**src/rtl/reservoir_ring_if.sv**
```systemverilog
// Handshake and state-bus bundle for the ring reservoir.
// The master side issues step/clear requests and picks a neuron to view.
// The slave side returns neuron states together with step status.
interface reservoir_ring_if #(
  parameter int N  = 8,
  parameter int SW = 9,
  parameter int WW = 3,
  parameter int YW = 6
);
  localparam int KW = (N > 1) ? $clog2(N) : 1;

  logic                   iEn;
  logic                   iClear;
  logic [WW-1:0]          iWord;
  logic signed [YW-1:0]   iY;
  logic [KW-1:0]          iSel;
  logic signed [SW-1:0]   oOut;
  logic [N*SW-1:0]        oStates;
  logic                   oValid;
  logic                   oBusy;

  modport master (
    output iEn, iClear, iWord, iY, iSel,
    input  oOut, oStates, oValid, oBusy
  );

  modport slave (
    input  iEn, iClear, iWord, iY, iSel,
    output oOut, oStates, oValid, oBusy
  );
endinterface

```
**src/rtl/reservoir_ring.sv**
```systemverilog
// Integer echo-state reservoir with N neurons on a ring.
// A step updates one neuron per clock, from k=N-1 down to k=0. Because each
// update reads only its lower neighbour, and that neighbour has not been
// updated yet, the result matches a simultaneous update. The single exception
// is neuron 0: its neighbour x[N-1] is overwritten first, so the old value is
// saved at accept time.
//
// state | meaning
// IDLE  | waiting; iClear zeroes all states, iEn captures u/y and starts a step
// BUSY  | updates neuron k each cycle, k counts N-1 -> 0
// DONE  | oValid pulse for one cycle, then back to IDLE
module reservoir_ring #(
  parameter int          N       = 8,
  parameter int          SW      = 9,
  parameter int          WW      = 3,
  parameter int          YW      = 6,
  parameter int          R       = 3,
  parameter int          RSH     = 2,
  parameter int          V       = 8,
  parameter int          F       = 2,
  parameter logic [N-1:0] IN_SIGN = 8'b10110101,
  parameter logic [N-1:0] FB_SIGN = 8'b01011010,
  parameter int          LEAK_SH = 0
) (
  input logic           iClk,
  input logic           iRst,
  reservoir_ring_if.slave bus
);
  localparam int KW = (N > 1) ? $clog2(N) : 1;
  // Wide enough that the ring product plus both input terms cannot overflow.
  localparam int PW = SW + WW + YW + 16;

  localparam logic signed [PW-1:0] R_W    = PW'(R);
  localparam logic signed [PW-1:0] V_W    = PW'(V);
  localparam logic signed [PW-1:0] F_W    = PW'(F);
  localparam logic signed [PW-1:0] SMAX_W = (PW'(1) <<< (SW - 1)) - PW'(1);
  localparam logic signed [PW-1:0] SMIN_W = -(PW'(1) <<< (SW - 1));

  typedef enum logic [1:0] {
    S_IDLE = 2'd0,
    S_BUSY = 2'd1,
    S_DONE = 2'd2
  } state_t;

  state_t               state_q;
  logic signed [SW-1:0] x_q [N];
  logic [KW-1:0]        k_q;
  logic [WW-1:0]        u_q;
  logic signed [YW-1:0] y_q;
  logic signed [SW-1:0] tmp_q;
  logic                 valid_q;
  logic                 busy_q;

  logic signed [SW-1:0] x_new_d;
  logic signed [SW-1:0] prev_s;
  logic signed [SW-1:0] old_s;
  logic signed [PW-1:0] prev_w;
  logic signed [PW-1:0] old_w;
  logic signed [PW-1:0] u_w;
  logic signed [PW-1:0] y_w;
  logic signed [PW-1:0] ring_w;
  logic signed [PW-1:0] in_w;
  logic signed [PW-1:0] fb_w;
  logic signed [PW-1:0] pre_w;
  logic signed [PW-1:0] acc_w;

  // Next value for neuron k, computed at full precision and then saturated.
  always_comb begin
    prev_s  = (k_q == '0) ? tmp_q : x_q[k_q - KW'(1)];
    old_s   = x_q[k_q];
    prev_w  = {{(PW - SW){prev_s[SW-1]}}, prev_s};
    old_w   = {{(PW - SW){old_s[SW-1]}}, old_s};
    u_w     = {{(PW - WW){1'b0}}, u_q};
    y_w     = {{(PW - YW){y_q[YW-1]}}, y_q};
    ring_w  = (prev_w * R_W) >>> RSH;
    in_w    = IN_SIGN[k_q] ? (V_W * u_w) : -(V_W * u_w);
    fb_w    = FB_SIGN[k_q] ? (F_W * y_w) : -(F_W * y_w);
    pre_w   = ring_w + in_w + fb_w;
    if (LEAK_SH == 0) begin
      acc_w = pre_w;
    end else begin
      acc_w = old_w - (old_w >>> LEAK_SH) + (pre_w >>> LEAK_SH);
    end
    if (acc_w > SMAX_W) begin
      x_new_d = SMAX_W[SW-1:0];
    end else if (acc_w < SMIN_W) begin
      x_new_d = SMIN_W[SW-1:0];
    end else begin
      x_new_d = acc_w[SW-1:0];
    end
  end

  // Step sequencer: owns the neuron states, index, captured inputs and status flags.
  always_ff @(posedge iClk) begin
    if (iRst) begin
      state_q <= S_IDLE;
      for (int i = 0; i < N; i++) x_q[i] <= '0;
      k_q     <= '0;
      u_q     <= '0;
      y_q     <= '0;
      tmp_q   <= '0;
      valid_q <= 1'b0;
      busy_q  <= 1'b0;
    end else begin
      case (state_q)
        S_IDLE: begin
          valid_q <= 1'b0;
          if (bus.iClear) begin
            for (int i = 0; i < N; i++) x_q[i] <= '0;
          end else if (bus.iEn) begin
            u_q     <= bus.iWord;
            y_q     <= bus.iY;
            tmp_q   <= x_q[N-1];
            k_q     <= KW'(N - 1);
            busy_q  <= 1'b1;
            state_q <= S_BUSY;
          end
        end
        S_BUSY: begin
          x_q[k_q] <= x_new_d;
          if (k_q == '0) begin
            valid_q <= 1'b1;
            state_q <= S_DONE;
          end else begin
            k_q <= k_q - KW'(1);
          end
        end
        S_DONE: begin
          valid_q <= 1'b0;
          busy_q  <= 1'b0;
          state_q <= S_IDLE;
        end
        default: begin
          valid_q <= 1'b0;
          busy_q  <= 1'b0;
          state_q <= S_IDLE;
        end
      endcase
    end
  end

  // Output views of the registered states.
  always_comb begin
    bus.oStates = '0;
    for (int i = 0; i < N; i++) bus.oStates[i*SW +: SW] = x_q[i];
    bus.oOut = '0;
    if (int'(bus.iSel) < N) bus.oOut = x_q[bus.iSel];
    bus.oValid = valid_q;
    bus.oBusy  = busy_q;
  end
endmodule

```
**src/flat_wrapper.sv**
```systemverilog
// flat-port wrapper written by rule: the top's interface ports become plain ports
module reservoir_ring_flat 
#(
  parameter int          N       = 8,
  parameter int          SW      = 9,
  parameter int          WW      = 3,
  parameter int          YW      = 6,
  parameter int          R       = 3,
  parameter int          RSH     = 2,
  parameter int          V       = 8,
  parameter int          F       = 2,
  parameter logic [N-1:0] IN_SIGN = 8'b10110101,
  parameter logic [N-1:0] FB_SIGN = 8'b01011010,
  parameter int          LEAK_SH = 0
)
  (iClk, iRst, bus_iEn, bus_iClear, bus_iWord, bus_iY, bus_iSel, bus_oOut, bus_oStates, bus_oValid, bus_oBusy);
  reservoir_ring_if #(.N(N), .SW(SW), .WW(WW), .YW(YW)) bus_i ();
  input logic iClk;
  input logic iRst;
  input wire logic [$bits(bus_i.iEn)-1:0] bus_iEn;
  input wire logic [$bits(bus_i.iClear)-1:0] bus_iClear;
  input wire logic [$bits(bus_i.iWord)-1:0] bus_iWord;
  input wire logic [$bits(bus_i.iY)-1:0] bus_iY;
  input wire logic [$bits(bus_i.iSel)-1:0] bus_iSel;
  output wire logic [$bits(bus_i.oOut)-1:0] bus_oOut;
  output wire logic [$bits(bus_i.oStates)-1:0] bus_oStates;
  output wire logic [$bits(bus_i.oValid)-1:0] bus_oValid;
  output wire logic [$bits(bus_i.oBusy)-1:0] bus_oBusy;
  assign bus_i.iEn = bus_iEn;
  assign bus_i.iClear = bus_iClear;
  assign bus_i.iWord = bus_iWord;
  assign bus_i.iY = bus_iY;
  assign bus_i.iSel = bus_iSel;
  assign bus_oOut = bus_i.oOut;
  assign bus_oStates = bus_i.oStates;
  assign bus_oValid = bus_i.oValid;
  assign bus_oBusy = bus_i.oBusy;
  reservoir_ring #(.N(N), .SW(SW), .WW(WW), .YW(YW), .R(R), .RSH(RSH), .V(V), .F(F), .IN_SIGN(IN_SIGN), .FB_SIGN(FB_SIGN), .LEAK_SH(LEAK_SH)) u_core (.iClk(iClk), .iRst(iRst), .bus(bus_i));
endmodule
```
**config.mk**
```make
export PLATFORM = sky130hd
export DESIGN_NAME = reservoir_ring_flat
export DESIGN_NICKNAME = d
export VERILOG_FILES = /design/src/rtl/reservoir_ring_if.sv /design/src/rtl/reservoir_ring.sv /design/src/flat_wrapper.sv
export SDC_FILE = /design/constraint.sdc
export NUM_CORES = 1
export LEC_CHECK = 0
export ABC_AREA = 1
export ABC_CLOCK_PERIOD_IN_PS = 8300
export BUFFER_PORTS_ARGS = -buffer_cell sky130_fd_sc_hd__buf_2
export CAP_MARGIN = 20
export CORE_MARGIN = 8
export CORE_UTILIZATION = 58
export CTS_BUF_LIST = sky130_fd_sc_hd__clkbuf_4 sky130_fd_sc_hd__clkbuf_8
export CTS_CLUSTER_SIZE = 16
export DETAILED_ROUTE_END_ITERATION = 8
export PLACE_DENSITY = 0.79
export SYNTH_ARGS = -nofsm -noshare
export SYNTH_HDL_FRONTEND = slang
export SYNTH_SLANG_ARGS = --single-unit
```
**constraint.sdc**
```tcl
create_clock -name iClk -period 8.3 [get_ports iClk]
set_clock_uncertainty 0.2 [all_clocks]
set_input_delay 0.415 -clock iClk [delete_from_list [all_inputs] [get_ports iClk]]
set_output_delay 0.415 -clock iClk [all_outputs]
set_load 0.01 [all_outputs]
```
# == After elaboration in Yosys (flattened, before gate mapping) ==
# Memories as Yosys holds them, arrays and structs flattened. A register that Yosys moved wholly into a read port is not among the register bits.
# Index checks and enable logic that the tools add are counted.
# op_classes
n_mul,1
bitwise_logic,10
n_reduce_logical,9
order_cmp,3
n_addsub,5
eq_ne,5
n_mux,42
# op_table
operator,n
9-bit two-way mux,12
34-bit two-way mux,2
10-bit by 34-bit adder with 34-bit output,1
34-bit adder,1
"34-bit by 9-bit greater-than comparator with 1-bit output, second input constant",1
"34-bit by 9-bit < comparator with 1-bit output, second input constant",1
6-bit negator with 34-bit output,1
7-bit negator with 34-bit output,1
3-bit two-way mux,8
1-bit two-way mux,14
"9-bit by 3-bit multiplier with 12-bit output, second input constant",1
3-bit AND reduction,3
9-bit OR reduction,1
1-bit bitwise OR,8
2-bit two-way mux,3
"2-bit != test, second input constant",3
3-bit case mux with 2 select lines,1
"3-bit by 4-bit < comparator with 1-bit output, second input constant",1
2-bit case mux with 2 select lines,1
4-bit AND reduction,1
3-bit zero test,1
"3-bit by 1-bit subtractor with 3-bit output, second input constant",1
"2-bit by 1-bit equality test with 1-bit output, second input constant",1
2-bit zero test,1
5 further kinds,6
# totals
rom_bits,16
ramBits,72
word_cells,85
memories,3
out_inout_bits,83
ff_bits,25
input_bits,16
# memory_table
memory,words,word_bits,read_ports,rd_clocked_by_memory_dff,write_ports,line_no,text
u_core.x_q,8,9,10,0,8,reservoir_ring.sv:46,logic signed [SW-1:0] x_q [N];
(no name shown),8,1,1,1,0,reservoir_ring.sv:77,fb_w = FB_SIGN[k_q] ? (F_W * y_w) : -(F_W * y_w);
(no name shown),8,1,1,1,0,reservoir_ring.sv:76,in_w = IN_SIGN[k_q] ? (V_W * u_w) : -(V_W * u_w);

# == Logic depth before layout (Yosys ltp) ==
# Gate-level depths: netlist of the first run.
# An unclocked memory read counts as a cell.
# logic_depth
ltp_word,10
ltp_mapped,42
depth_no_buf,39

# == Worst setup path after synthesis of the first run ==
# Ideal clock, no wire load.
# synth_timing
kind,reg2reg
startpoint,reg u_core.k_q[0]
endpoint,mem u_core.x_q[0][0] (data pin)
setup_ns,0.266
arrival_ns,6.924
path_buffers,4
stages_incl_launch_ff,39
t_required_ns,7.834
setup_slack_ns,0.910
path_cell_list,dfxtp_1 > inv_1 > clkbuf_1 > clkbuf_1 > ha_1 > xnor2_1 > clkinv_1 > nand3_1 > nand3_1 > nand2_1 > ha_1 > ha_1 > nand2_1 > nor2_1 > a211oi_1 > o21ai_0 > nand3_1 > nand2_1 > (+3 left out) > inv_1 > ha_1 > buf_2 > nand2_1 > inv_1 > nand2_1 > inv_1 > a21oi_1 > nand2_1 > nand2_1 > nand3_1 > nand2_1 > nand4_1 > nor2_1 > nand3_1 > nand2_2 > buf_2 > a21oi_1
# synth_rtl
item,line_no,text
start: declaration,reservoir_ring.sv:47,logic [KW-1:0] k_q;
start signal: assignment,reservoir_ring.sv:114,k_q <= KW'(N - 1);
start signal: assignment,reservoir_ring.sv:125,k_q <= k_q - KW'(1);
end: declaration,reservoir_ring.sv:46,

==> results of run 1 <==
## kinds of logic after synthesis
logic type,after synthesis
and+or+nand+nor,503
DFF,99
adders and majority gates,66
AOI/OAI and AO/OA,285
xor gates and xnor gates,21
buffers and inverters,235
## cell usage after synthesis, types with 11 or more instances
cell type  instances  share of area
nor2_1           106          0.048
xor2_1            15          0.016
o21ai_0          100          0.060
nand2_1          295           0.13
fa_1              18          0.043
clkbuf_1          30          0.013
a21oi_1          158          0.095
edfxtp_1          72           0.26
nand4_1           11         0.0082
dfxtp_1           27          0.065
nand3_1           63          0.038
inv_1            185          0.083
ha_1              48          0.072
## metal layers
| layer | share of wire | track usage |
|---|---|---|
| met1 | 0.39 | 0.363 |
| met2 | 0.45 | 0.456 |
| met3 | 0.11 | 0.0576 |
| met4 | 0.046 | 0.130 |
| met5 | 0 | 0 |
## worst max-delay path, delay by kind of cell, from the launching register on
family / cells / cell delay (ns)
compound gates: 3 / 0.41
simple gates: 19 / 2.52
flops: 1 / 0.47
fa+ha+maj: 5 / 1.89
xor+xnor: 2 / 0.31
buf+inv: 7 / 1.44
## area by class of cell
| type | instances | area [µm²] |
|---|---|---|
| Clock buffer | 9 | 124 |
| Clock inverter | 7 | 91.3 |
| Fill cell | 1324 | 5120 |
| Inverter | 194 | 732 |
| Multi-Input combinational cell | 875 | 4750 |
| Sequential cell | 99 | 2700 |
| Tap cell | 184 | 230 |
| Timing Repair Buffer | 107 | 558 |
## per-stage QoR
step | cell area, µm² | setup WS, ns | total power (µW) | instances | hold WS [ns]
CTS | 9180 | 0.591 | 3630 | 1475 | 0.0403
finish | 9190 | 0.787 | 3690 | 1475 | 0.0490
floorplan | 8340 | 0.910 | 2650 | 1209 | 0.262
detailed placement | 8970 | 0.619 | 3300 | 1459 | 0.264
global route | 9190 | 0.103 | 4020 | 1475 | 0.0563
global placement | 8970 | 0.767 | 3270 | 1459 | 0.248
## final timing paths
path              depth (start not counted)                           from                        endpoint  slack (ns)
setup / recovery                         36     u_core.k_q[0]$_SDFFE_PP0P_  u_core.x_q[1][4]$_SDFFCE_PN0P_        0.79
hold / removal                            3                      bus_iY[2]      u_core.y_q[2]$_SDFFE_PP0P_        0.05
setup reg to reg                         36     u_core.k_q[0]$_SDFFE_PP0P_  u_core.x_q[1][4]$_SDFFCE_PN0P_        0.79
hold reg to reg                           2  u_core.bus.oBusy$_SDFFE_PP0P_   u_core.bus.oBusy$_SDFFE_PP0P_        0.28
## what timing repair did
action / in CTS / in global routing
gates resized for setup: 0 / 2
hold endpoints to repair: 0 / 0
setup endpoints to repair: 0 / 62
## state kept, by name, indices dropped and copies added (netlist names), named ones only
signal,cells
u_core.bus.oValid,1
u_core.bus.oBusy,1
u_core.k_q,3
u_core.x_q,72
u_core.tmp_q,9
u_core.state_q,2
u_core.y_q,6
u_core.u_q,3
## power breakdown
part / internal, µW / switching [µW]
combinational: 822 / 1910
clock: 123 / 211
sequential: 573 / 42.7
==> impl_metrics.csv, run 1 <==
group,metric,value,unit
sta,maxSlewHeadroom,0.354,
yosys,synth-seq-cells,99,
worst_setup_path,end_kind,"flop",
global_routing,gr-total-overflow,0,
drt,drc,0,
drt,wirelength,26.3,mm
yosys,synthCells,1209,
worst_setup_path,slowest_stage,"ha_1",
die,design.core.area,0.0143,mm²
global_routing,grt_pass1_vias,7800,
worst_hold_path,hold_class,"input pin to flop",
drt,viasPerCell,5.82,
global_routing,grtUsageTotal,0.284,
finish,syn2layout_area_growth,10.2,%
yosys,ys_types,36,
worst_setup_path,cp_max_fo,42,
worst_setup_path,critPathMaxStageDelay,0.56,ns
placed_design,dpl.hpwl,20.5,mm
finish,num_antenna_cells,0,
cts,numCtsBuffers,9,
sta,rsz0062_at_grt,"false",
yosys,syn_area,0.00834,mm²
yosys,yosysSeqAreaShare,0.324,
sta,max_freq,0.133,GHz
cts,root_buffer,"clkbuf_8",
drt,vias,8580,
placed_design,gp_congestion,1.02,
sta,setup_viol,0,
die,start_util,0.583,
sta,layout_min_cycle_time,7.51,ns
global_routing,grt_pass1_wl,41.1,mm
die,rows,44,
yosys,synth_adder_area_share,0.115,
yosys,synth_top_family_by_area,"simple AND/OR/NAND/NOR gates",
drt,firstDrtPassIters,6,
sta,finalHoldViolCount,0,
finish,utilization,0.642,
sta,period_share,0.905,
global_routing,grt_max_degree,64,
yosys,syn_nets,1291,
drt,drt_iter0_drc,1132,
cts,clock_latency,0.41,ns
finish,layout_commonest_cell,"nand2_1",
yosys,synth-edff-count,72,
yosys,synthMuxAreaShare,0,
yosys,yosysWarnings,0,
finish,nets,1368,
die,num_io_pins,99,
cts,cts_tree,"yes",
power_and_ir_drop,power_density,401,mW/mm²
worst_setup_path,required,8.25,ns
worst_setup_path,path_class,"flop to flop",
cts,cts.sinks,99,
yosys,synth_xor_area_frac,0.0220,
yosys,ys.flop_type,"edfxtp_1",
cts,cts_hold_buf,0,
drt,wire_per_inst,17.9,µm
cts,postCtsSetupRepairBufs,0,
drt,drtAntennaViolNets,0,
run_status,outcome,"completed",
sta,slew_violations,0,
yosys,avgSynthCellArea,6.90,µm²
yosys,synth_simple_gate_area_share,0.254,
power_and_ir_drop,leakage,0.00465,µW
finish,drive_above_1_share,0.111,
cts,path_clk_slew,0.11,ns
cts,cts_buffer_depth,2,
power_and_ir_drop,ir_drop,307,µV
yosys,synth_compound_area_frac,0.178,
flow_run,drv_cap,0,
placed_design,io_buffer_count,98,
sta,worst_pin_slew,0.969,ns
cts,htree_num_levels,3,
worst_setup_path,cp-start-kind,"flop",
global_routing,antenna_found_initial,0,
sta,tns,0,ns
die,dieArea,0.0185,mm²
worst_setup_path,cp.arrival,7.46,ns
die,die_w,136,µm
die,die_h,136,µm
worst_setup_path,cp_common_cell,"nand2_1",
yosys,async_flop_share,0,
finish,layout_common_cells,"295 x nand2_1, 185 x inv_1, 158 x a21oi_1",
Power figures use the tool's default switching activity.
==> inputs of run 2 (changes only) <==
--- a/config.mk
+++ b/config.mk
@@ -6,7 +6,7 @@
 export NUM_CORES = 1
 export LEC_CHECK = 0
 export ABC_AREA = 1
-export ABC_CLOCK_PERIOD_IN_PS = 8300
+export ABC_CLOCK_PERIOD_IN_PS = 7300
 export BUFFER_PORTS_ARGS = -buffer_cell sky130_fd_sc_hd__buf_2
 export CAP_MARGIN = 20
 export CORE_MARGIN = 8
==> constraint.sdc (replaced) <==
create_clock -name iClk -period 7.3 [get_ports iClk]
set_clock_uncertainty 0.2 [all_clocks]
set_input_delay 0.365 -clock iClk [delete_from_list [all_inputs] [get_ports iClk]]
set_output_delay 0.365 -clock iClk [all_outputs]
set_load 0.01 [all_outputs]
==> run 2 against run 1 <==
Count of clock-buffer cells in the layout is the same. Register-to-register slack worse by 0.33 ns. Critical path depth rose by 3. Final cell count rose by 0.75%. Die area is the same. First-iteration DRC count fell by 8.5%. Sequential share of layout area fell by 0.56 points. Worst setup slack worse by 0.33 ns. Sequential power rose by 15%. Final area increased by 2.0%. Core utilization increased by 1.3 points. Combinational power increased by 22%.
==> impl_metrics.csv, run 2 (synthesized netlist as in run 1, its figures left out) <==
group,metric,value,unit
run_status,outcome,"completed",
die,die_h,136,µm
worst_setup_path,slowest_stage,"fa_1",
worst_hold_path,hold_class,"input pin to flop",
cts,numCtsBuffers,9,
finish,num_antenna_cells,0,
drt,wire_per_inst,18.8,µm
drt,wirelength,27.9,mm
worst_setup_path,path_class,"flop to flop",
power_and_ir_drop,power_density,471,mW/mm²
finish,nets,1379,
drt,wirelength_met1,11.7,mm
drt,wl_met3,3.59,mm
power_and_ir_drop,ir_drop,400,µV
die,dieArea,0.0185,mm²
sta,setup_viol,0,
drt,vias,8589,
placed_design,dpl.hpwl,22.0,mm
sta,period_share,0.937,
worst_setup_path,cp.arrival,6.85,ns
finish,top_register,"u_core.x_q",
finish,layout_commonest_cell,"nand2_1",
sta,maxSlewHeadroom,0.305,
placed_design,pre_cts_ws,-0.112,ns
worst_setup_path,cp_common_cell,"nand2_1",
worst_setup_path,critPathMaxStageDelay,0.49,ns
sta,rsz0062_at_grt,"false",
die,num_io_pins,99,
finish,largest_register_ff_count,72,
finish,finish.instance_area,0.00938,mm²
cts,clock_latency,0.39,ns
global_routing,grt_pass1_wl,42.3,mm
sta,layout_setup_ws,0.458,ns
placed_design,dpl_cell_area,0.00903,mm²
drt,top_layer_used,"met4",
worst_setup_path,required,7.30,ns
global_routing,grtUsageTotal,0.295,
cts,cts.sinks,99,
global_routing,grt_max_degree,64,
die,rows,44,
die,die_w,136,µm
drt,firstDrtPassIters,7,
drt,dr_wl_met2,11.8,mm
placed_design,io_buffer_count,98,
finish,syn2layout_area_growth,12.4,%
worst_setup_path,end_kind,"flop",
global_routing,antenna_found_initial,0,
drt,drc,0,
sta,max_freq,0.146,GHz
cts,root_buffer,"clkbuf_8",
finish,layout_common_cells,"295 x nand2_1, 185 x inv_1, 156 x a21oi_1",
die,design.core.area,0.0143,mm²
sta,layout_min_cycle_time,6.84,ns
global_routing,grt_pass1_vias,7820,
cts,htree_num_levels,3,
worst_setup_path,cp-start-kind,"flop",
worst_setup_path,cp_max_fo,12,
drt,drt_iter0_drc,1036,
cts,cts_buffer_depth,2,
finish,top_regs,"u_core.x_q x72, u_core.tmp_q x9, u_core.y_q x6",
cts,path_clk_slew,0.11,ns
drt,drtAntennaViolNets,0,
sta,finalHoldViolCount,0,
global_routing,gr-total-overflow,0,
flow_run,drv_cap,0,
sta,slew_violations,0,
die,start_util,0.583,
power_and_ir_drop,leakage,0.00472,µW
cts,cts_tree,"yes",
drt,viasPerCell,5.78,
finish,drive_above_1_share,0.127,
sta,worst_pin_slew,1.04,ns
placed_design,gp_congestion,1.13,
==> run 2: changes by cell type in the layout (fill, tap and decap cells not counted), sizes merged <==
cell / previous run / this run
buf: 107 / 116
clkbuf: 9 / 10
clkinv: 11 / 10
clkinvlp: 1 / 0
dlygate4sd3: 0 / 1
inv: 189 / 191
==> run 2: through the flow <==
| step | power, µW | setup TNS (ns) | hold WS, ns | cells | util |
|---|---|---|---|---|---|
| floorplan | 3020 | 0 | 0.234 | 1209 | - |
| global placement | 3850 | 0 | 0.251 | 1465 | 0.631 |
| detailed placement | 3860 | -0.112 | 0.261 | 1465 | 0.631 |
| CTS | 4240 | 0 | 0.00361 | 1482 | 0.647 |
| global route | 4800 | 0 | 0.0123 | 1486 | 0.655 |
| finish | 4410 | 0 | 0.0247 | 1486 | 0.655 |
==> run 2: path summary, 6_finish.rpt <==
check / startpoint / to / slack [ns] / depth (start not counted)
max reg2reg: u_core.k_q[0]$_SDFFE_PP0P_ / u_core.x_q[3][0]$_SDFFCE_PN0P_ / 0.46 / 39
min reg2reg: u_core.bus.oBusy$_SDFFE_PP0P_ / u_core.bus.oBusy$_SDFFE_PP0P_ / 0.27 / 2
max: u_core.k_q[0]$_SDFFE_PP0P_ / u_core.x_q[3][0]$_SDFFCE_PN0P_ / 0.46 / 39
min: iRst / u_core.bus.oBusy$_SDFFE_PP0P_ / 0.02 / 2
==> run 2: timing repair <==
item                       4_1_cts  5_1_grt
buffers inserted                 0        3
gates cloned                     0        1
hold buffers                     1        0
gates resized for setup          1       16
setup endpoints to repair       20       64
hold endpoints to repair         1        0
==> run 2: layout make-up <==
class	instances	area [µm²]
fill	1329	4940
clock buffer	9	124
tap	184	230
multi-input combinational	875	4820
inverter	194	728
sequential	99	2700
clock inverter	7	81.3
timing repair buffer	118	686
==> run 2: critical path: cells and delay by family (launching register included) <==
family,cells,cell delay (ns)
buf+inv,6,0.66
fa+ha+maj,6,2.02
compound gates,6,0.82
simple gates,20,2.42
xor+xnor,1,0.11
flops,1,0.40
==> run 2: layer usage <==
metal,vias up,track usage
li1,4131,-
met1,3901,0.413
met2,490,0.425
met3,67,0.0817
met4,0,0.110
met5,-,0
==> run 2: report_power, final <==
part / total (µW) / internal, µW / switching (µW)
clock: 364 / 139 / 225
sequential: 709 / 652 / 57.1
combinational: 3340 / 1040 / 2310
